**src/rtl/button_event_detector.sv**
```systemverilog
// Turns a debounced switch level into one-cycle user events: press, release,
// short press, long press and auto-repeat while the button stays held.
module button_event_detector #(
   parameter int c_LONG_PRESS_CYCLES = 25000000,
   parameter int c_REPEAT_CYCLES     = 5000000,
   parameter int c_CNT_WIDTH         = 25
) (
   input  logic i_Clk,
   input  logic i_Reset,
   input  logic i_Switch,
   output logic o_Held,
   output logic o_Press,
   output logic o_Release,
   output logic o_Short,
   output logic o_Long,
   output logic o_Repeat
);

   localparam logic [1:0] S_IDLE    = 2'd0;
   localparam logic [1:0] S_PRESSED = 2'd1;
   localparam logic [1:0] S_REPEAT  = 2'd2;

   localparam logic [c_CNT_WIDTH-1:0] CNT_ONE    = c_CNT_WIDTH'(1);
   localparam logic [c_CNT_WIDTH-1:0] LONG_CNT   = c_CNT_WIDTH'(c_LONG_PRESS_CYCLES);
   localparam logic [c_CNT_WIDTH-1:0] REPEAT_CNT = c_CNT_WIDTH'(c_REPEAT_CYCLES);

   logic [1:0]             state_q, state_d;
   logic [c_CNT_WIDTH-1:0] cnt_q, cnt_d;
   logic                   held_q, held_d;
   logic                   press_q, press_d;
   logic                   release_q, release_d;
   logic                   short_q, short_d;
   logic                   long_q, long_d;
   logic                   repeat_q, repeat_d;

   // The counter holds the number of edges since the last press or strobe,
   // so comparing it against the threshold hits the edge exactly on time.
   always_comb begin
      state_d   = state_q;
      cnt_d     = cnt_q;
      held_d    = held_q;
      press_d   = 1'b0;
      release_d = 1'b0;
      short_d   = 1'b0;
      long_d    = 1'b0;
      repeat_d  = 1'b0;
      case (state_q)
         S_IDLE: begin
            if (i_Switch) begin
               state_d = S_PRESSED;
               cnt_d   = CNT_ONE;
               held_d  = 1'b1;
               press_d = 1'b1;
            end
         end
         S_PRESSED: begin
            if (!i_Switch) begin
               state_d   = S_IDLE;
               cnt_d     = '0;
               held_d    = 1'b0;
               release_d = 1'b1;
               short_d   = 1'b1;
            end else if (cnt_q == LONG_CNT) begin
               state_d = S_REPEAT;
               cnt_d   = CNT_ONE;
               long_d  = 1'b1;
            end else begin
               cnt_d = cnt_q + CNT_ONE;
            end
         end
         S_REPEAT: begin
            // Release wins over a coinciding repeat edge.
            if (!i_Switch) begin
               state_d   = S_IDLE;
               cnt_d     = '0;
               held_d    = 1'b0;
               release_d = 1'b1;
            end else if (cnt_q == REPEAT_CNT) begin
               cnt_d    = CNT_ONE;
               repeat_d = 1'b1;
            end else begin
               cnt_d = cnt_q + CNT_ONE;
            end
         end
         default: begin
            state_d = S_IDLE;
            cnt_d   = '0;
            held_d  = 1'b0;
         end
      endcase
   end

   always_ff @(posedge i_Clk) begin
      if (i_Reset) begin
         state_q   <= S_IDLE;
         cnt_q     <= '0;
         held_q    <= 1'b0;
         press_q   <= 1'b0;
         release_q <= 1'b0;
         short_q   <= 1'b0;
         long_q    <= 1'b0;
         repeat_q  <= 1'b0;
      end else begin
         state_q   <= state_d;
         cnt_q     <= cnt_d;
         held_q    <= held_d;
         press_q   <= press_d;
         release_q <= release_d;
         short_q   <= short_d;
         long_q    <= long_d;
         repeat_q  <= repeat_d;
      end
   end

   assign o_Held    = held_q;
   assign o_Press   = press_q;
   assign o_Release = release_q;
   assign o_Short   = short_q;
   assign o_Long    = long_q;
   assign o_Repeat  = repeat_q;

endmodule

```
**config.mk**
```make
export PLATFORM = sky130hd
export DESIGN_NAME = button_event_detector
export DESIGN_NICKNAME = d
export VERILOG_FILES = /design/src/rtl/button_event_detector.sv
export SDC_FILE = /design/constraint.sdc
export NUM_CORES = 1
export LEC_CHECK = 0
export ABC_CLOCK_PERIOD_IN_PS = 2180
export CORE_MARGIN = 1
export CORE_UTILIZATION = 45
export CTS_CLUSTER_SIZE = 16
export DETAILED_ROUTE_END_ITERATION = 10
export PLACE_DENSITY_LB_ADDON = 0.1
export SLEW_MARGIN = 40
export SYNTH_ARGS = -nofsm -noshare
export SYNTH_HDL_FRONTEND = slang
export SYNTH_SLANG_ARGS = --single-unit
```
**constraint.sdc**
```tcl
create_clock -name i_Clk -period 2.18 [get_ports i_Clk]
set_input_delay 0.436 -clock i_Clk [delete_from_list [all_inputs] [get_ports i_Clk]]
set_output_delay 0.436 -clock i_Clk [all_outputs]
set_load 0.02 [all_outputs]
```
# Word-level counts from Yosys, hierarchy flattened
# Cells that the tools add are included.
# word_totals
reg_bits,33
inputBits,3
out_inout_bits,6
elab_cells,49
# classes
addsub,1
eq_ne,8
muxes,18
bitwise_logic,5
n_reduce_logical,9
# op_table
operator,n
two-way mux 25 bit,5
case mux 25 bit (3 select lines),1
adder 25 x 1 -> 25 bit (second input constant),1
== test 25 x 23 -> 1 bit (second input constant),1
== test 25 bit (second input constant),1
two-way mux 2 bit,4
OR reduction 2 bit,4
two-way mux 1 bit,6
inequality test 2 bit (second input constant),3
case mux 2 bit (3 select lines),1
OR reduction 3 bit,2
inverter 1 bit,5
inequality test 3 bit (second input constant),1
AND reduction 3 bit,1
== test 2 x 1 -> 1 bit (second input constant),1
== test 2 bit (second input constant),1
logical NOT 2 bit,1
case mux 1 bit (2 select lines),1
AND reduction 2 bit,1

# Depth between registers and ports, before layout
# logic_depth
word_depth,4
mapped_depth,8
ltp_nobuf,7

# Worst setup path before layout
# Ideal clock, no wire load.
# synth_timing
path_type,register to register
from,reg state_q[0]
to,reg cnt_q[20]
setup_ps,115
t_arrival_ps,1908
required_ps,2065
path_slack_ps,157
path_stages_with_launch,9
path_buffers,1
cell_sequence,dfxtp_1 inv_1 ha_1 nor2b_2 buf_6 or4_4 nor4_1 xnor2_1 nor2_2
# synth_via
elab_chain_len,2
word_cells_on_any_way,5
# synth_lines
item,line,rtl
from (decl),27,"logic [1:0] state_q, state_d;"
from (signal assigned),104,state_q <= state_d;
"== test 2 bit, or another cell as far along",47,case (state_q)
case mux 25 bit (3 select lines) / inequality test 2 bit (equally long branches),n/a,
to (signal assigned),105,cnt_q <= cnt_d;
to (decl),28,"logic [c_CNT_WIDTH-1:0] cnt_q, cnt_d;"
# Several ways; a longest one is shown, not always the timed one.
# A chain may end at the register's enable or synchronous reset.

# Worst setup path after layout
# layout_timing
from,reg state_q[0]
to,reg cnt_q[18]
# Same word-level chain as after synthesis.

==> qor.yml <==
clock_network:
  clk_pin_slew_ps: 70
  clock_sinks: 33
  root_buffer: "clkbuf_8"
  hold_buffers: 0
  clockBufferDepth: 2
  cts_inserted_buffers: 5
  cts.htree.levels: 2
  clock_latency_ps: 280
  cts_tree: "done"
timing:
  tightest_slew_ps: 470.0
  setup_viol: 0
  min_period_ps: 2060
  rsz0062_at_grt: "false"
  finalMaxSlewViolations: 0
  relSlewSlack_pct: 68.27
  skew_ps: 6.475
  finalCritPeriodShare_pct: 94.49
  finalHoldViolCount: 0
  fin_hold_ws_ps: 505.9
  max_clock_freq_ghz: 0.4854
logic_synthesis:
  synthXorXnorAreaFrac_pct: 8.151
  ys_warn_count: 0
  ys_ff_latch: 33
  synthAdderAreaFrac_pct: 4.110
  synth_fp_nets: 218
  syn_avg_cell_area_sq_um: 8.740
  yosysUniqueCellTypes: 48
  yosys.area_share.simple_pct: 35.62
  synth_edf_count: 0
  synth_seq_area_share_pct: 36.16
  synth_mux_area_share_pct: 0
  async_flop_share_pct: 0
  synth_compound_area_share_pct: 11.16
  synth_top_family_by_area: "simple AND/OR/NAND/NOR gates"
  ys.flop_type: "dfxtp_1"
  synthCells: 209
  synth_area_sq_um: 1827
power_and_ir_drop:
  clkPwrFrac_pct: 33.9
  swShare_pct: 26.22
  p_int_mw: 0.9900
  p_leak_nw: 0.7683
  p_per_area_nw_per_um2: 594.8
  comb_power_share_pct: 19.0
  p_sw_mw: 0.3518
  pwr-share-seq_pct: 47.1
  p_total_mw: 1.342
  ir_worst_vdd_v: 0.0003392
worst_setup_path:
  r2r_end: "cnt_q[18]$_SDFFE_PP0P_"
  cp.required_ps: 2350
  crit_type: "reg2reg"
  r2r-start: "state_q[0]$_SDFFE_PP0P_"
  critPathMaxFanout: 5
  setup.worst_path.end: "cnt_q[18]$_SDFFE_PP0P_"
  reg2reg_depth: 7
  arrival_ps: 2230
  reg2reg_slack_ps: 120
  crit_start: "state_q[0]$_SDFFE_PP0P_"
  startpoint_type: "flop"
  worst_setup_path_end_kind: "flop"
floorplanning:
  die_area_sq_um: 4318
  core_area_sq_um: 3771
  die_w_um: 65.72
  start_util_pct: 48.44
  rows: 22
  io_pins: 9
  die_h_um: 65.72
min_path:
  hold_path.class: "reg2reg"
cells_and_area:
  nFillCells: 339
  drive_gt1_share_pct: 24.90
  area_growth_pct: 23.49
  register_area_sq_um: 660.6
  final_cell_mix: "33 x dfxtp_1, 26 x buf_4, 18 x nor2_1"
  mostFrequentLayoutCell: "dfxtp_1"
  multi_input_area_sq_um: 1092
  diodes: 0
  fin_nets: 254
global_route:
  grt_pass1_wl_um: 7445
  antenna_found_initial: 0
  grt_usage_pct: 23.02
  grt_pass1_vias: 1582
  overflow: 0
  grt_max_degree: 16
flow_run:
  drv_cap: 0
drt:
  detail_route.iter0.violations: 90
  vias: 1629
  ant_nets: 0
  wl_per_cell_um: 14.81
  drcViolationCount: 0
  vias_per_cell: 5.560
  wl_um: 4338
  firstDrtPassIters: 4
place:
  place_congestion: 0.8546
  io_buffers: 8
  dp_hpwl_um: 3385
run_status:
  status: "finished, final reports clean"
## cell families (layout without fill, tap and decap cells)
family	after synthesis	count (layout)
compound gates	29	29
xor+xnor	17	17
fa+ha+maj	6	6
buf+inv	18	54
flops	33	33
simple gates	106	106
## how the worst min path moves through the flow
stage | from | depth (start not counted) | endpoint
finish | cnt_q[21]$_SDFFE_PP0P_ | 2 | cnt_q[21]$_SDFFE_PP0P_
global route | cnt_q[21]$_SDFFE_PP0P_ | 2 | cnt_q[21]$_SDFFE_PP0P_
CTS | o_Held$_SDFFE_PP0P_ | 2 | o_Held$_SDFFE_PP0P_
detailed placement | o_Held$_SDFFE_PP0P_ | 2 | o_Held$_SDFFE_PP0P_
global placement | o_Held$_SDFFE_PP0P_ | 2 | o_Held$_SDFFE_PP0P_
floorplan | cnt_q[1]$_SDFFE_PP0P_ | 2 | cnt_q[1]$_SDFFE_PP0P_
## layer usage
| layer | vias up | GRT usage [%] | share of wire, % |
|---|---|---|---|
| met4 | 0 | 4.348 | 0.67 |
| met1 | 776 | 31.77 | 50 |
| li1 | 820 | - | - |
| met3 | 4 | 7.118 | 3.5 |
| met5 | - | 0 | 0 |
| met2 | 29 | 35.08 | 46 |
## synth_stat cells, drive strengths merged (4+ instances only)
cell type  instances  share of area, %
nand3              6               1.6
nand4             12               4.1
and3               4               1.4
xor2               8               3.8
nor4               8               4.2
a211oi             4               2.2
dfxtp             33                36
nand2             17               3.5
inv               11               2.3
o21ai              5               1.4
buf                5               2.1
xnor2              9               4.3
nor3               9               3.1
nor2              28               7.1
a21oi             11               3.0
ha                 6               4.1
## critical path, stage by stage (launching register included)
cell and delay (ps):
dfxtp_1 410, inv_1 90, ha_1 210, nor2b_2 200
or4_4 570, nor4_1 250, xnor2_1 190, nor2_2 40
## final cells by class
cell class | count | area share [%]
Multi-Input combinational cell | 158 | 48.42
Timing Repair Buffer | 36 | 13.98
Tap cell | 48 | 2.662
Sequential cell | 33 | 29.28
Clock buffer | 7 | 3.827
Inverter | 11 | 1.830
## state kept, by name (all words and copies together), names as in the netlist
| register | cells |
|---|---|
| o_Repeat | 1 |
| o_Release | 1 |
| o_Press | 1 |
| o_Long | 1 |
| cnt_q | 25 |
| state_q | 2 |
| o_Held | 1 |
| o_Short | 1 |
## through the flow
| step | instances | TNS (ps) | area (sq um) | setup slack [ps] | utilization (%) |
|---|---|---|---|---|---|
| 2_1_floorplan | 209 | 0 | 1827 | 157.1 | - |
| 3_3_place_gp | 285 | -90.04 | 2136 | -45.71 | 56.64 |
| 3_5_place_dp | 285 | -368.1 | 2136 | -68.68 | 56.64 |
| 4_1_cts | 293 | 0 | 2242 | 120.7 | 59.46 |
| 5_1_grt | 293 | 0 | 2256 | 33.12 | 59.82 |
| 6_report | 293 | 0 | 2256 | 120.0 | 59.82 |
## power by group through the flow
| stage | clock network (mW) | registers, mW | logic [mW] |
|---|---|---|---|
| floorplan | 0 | 0.655 | 0.133 |
| global placement | 0 | 0.644 | 0.235 |
| detailed placement | 0 | 0.645 | 0.242 |
| CTS | 0.464 | 0.632 | 0.254 |
| global route | 0.497 | 0.634 | 0.282 |
| finish | 0.455 | 0.632 | 0.255 |
## timing repair
item	4_1_cts	5_1_grt
gates resized for setup	0	2
endpoints found under the hold margin	0	0
endpoints found under the setup margin	6	2
setup buffers	1	0
pin swaps	1	0
(Power assumes the default switching activity.)
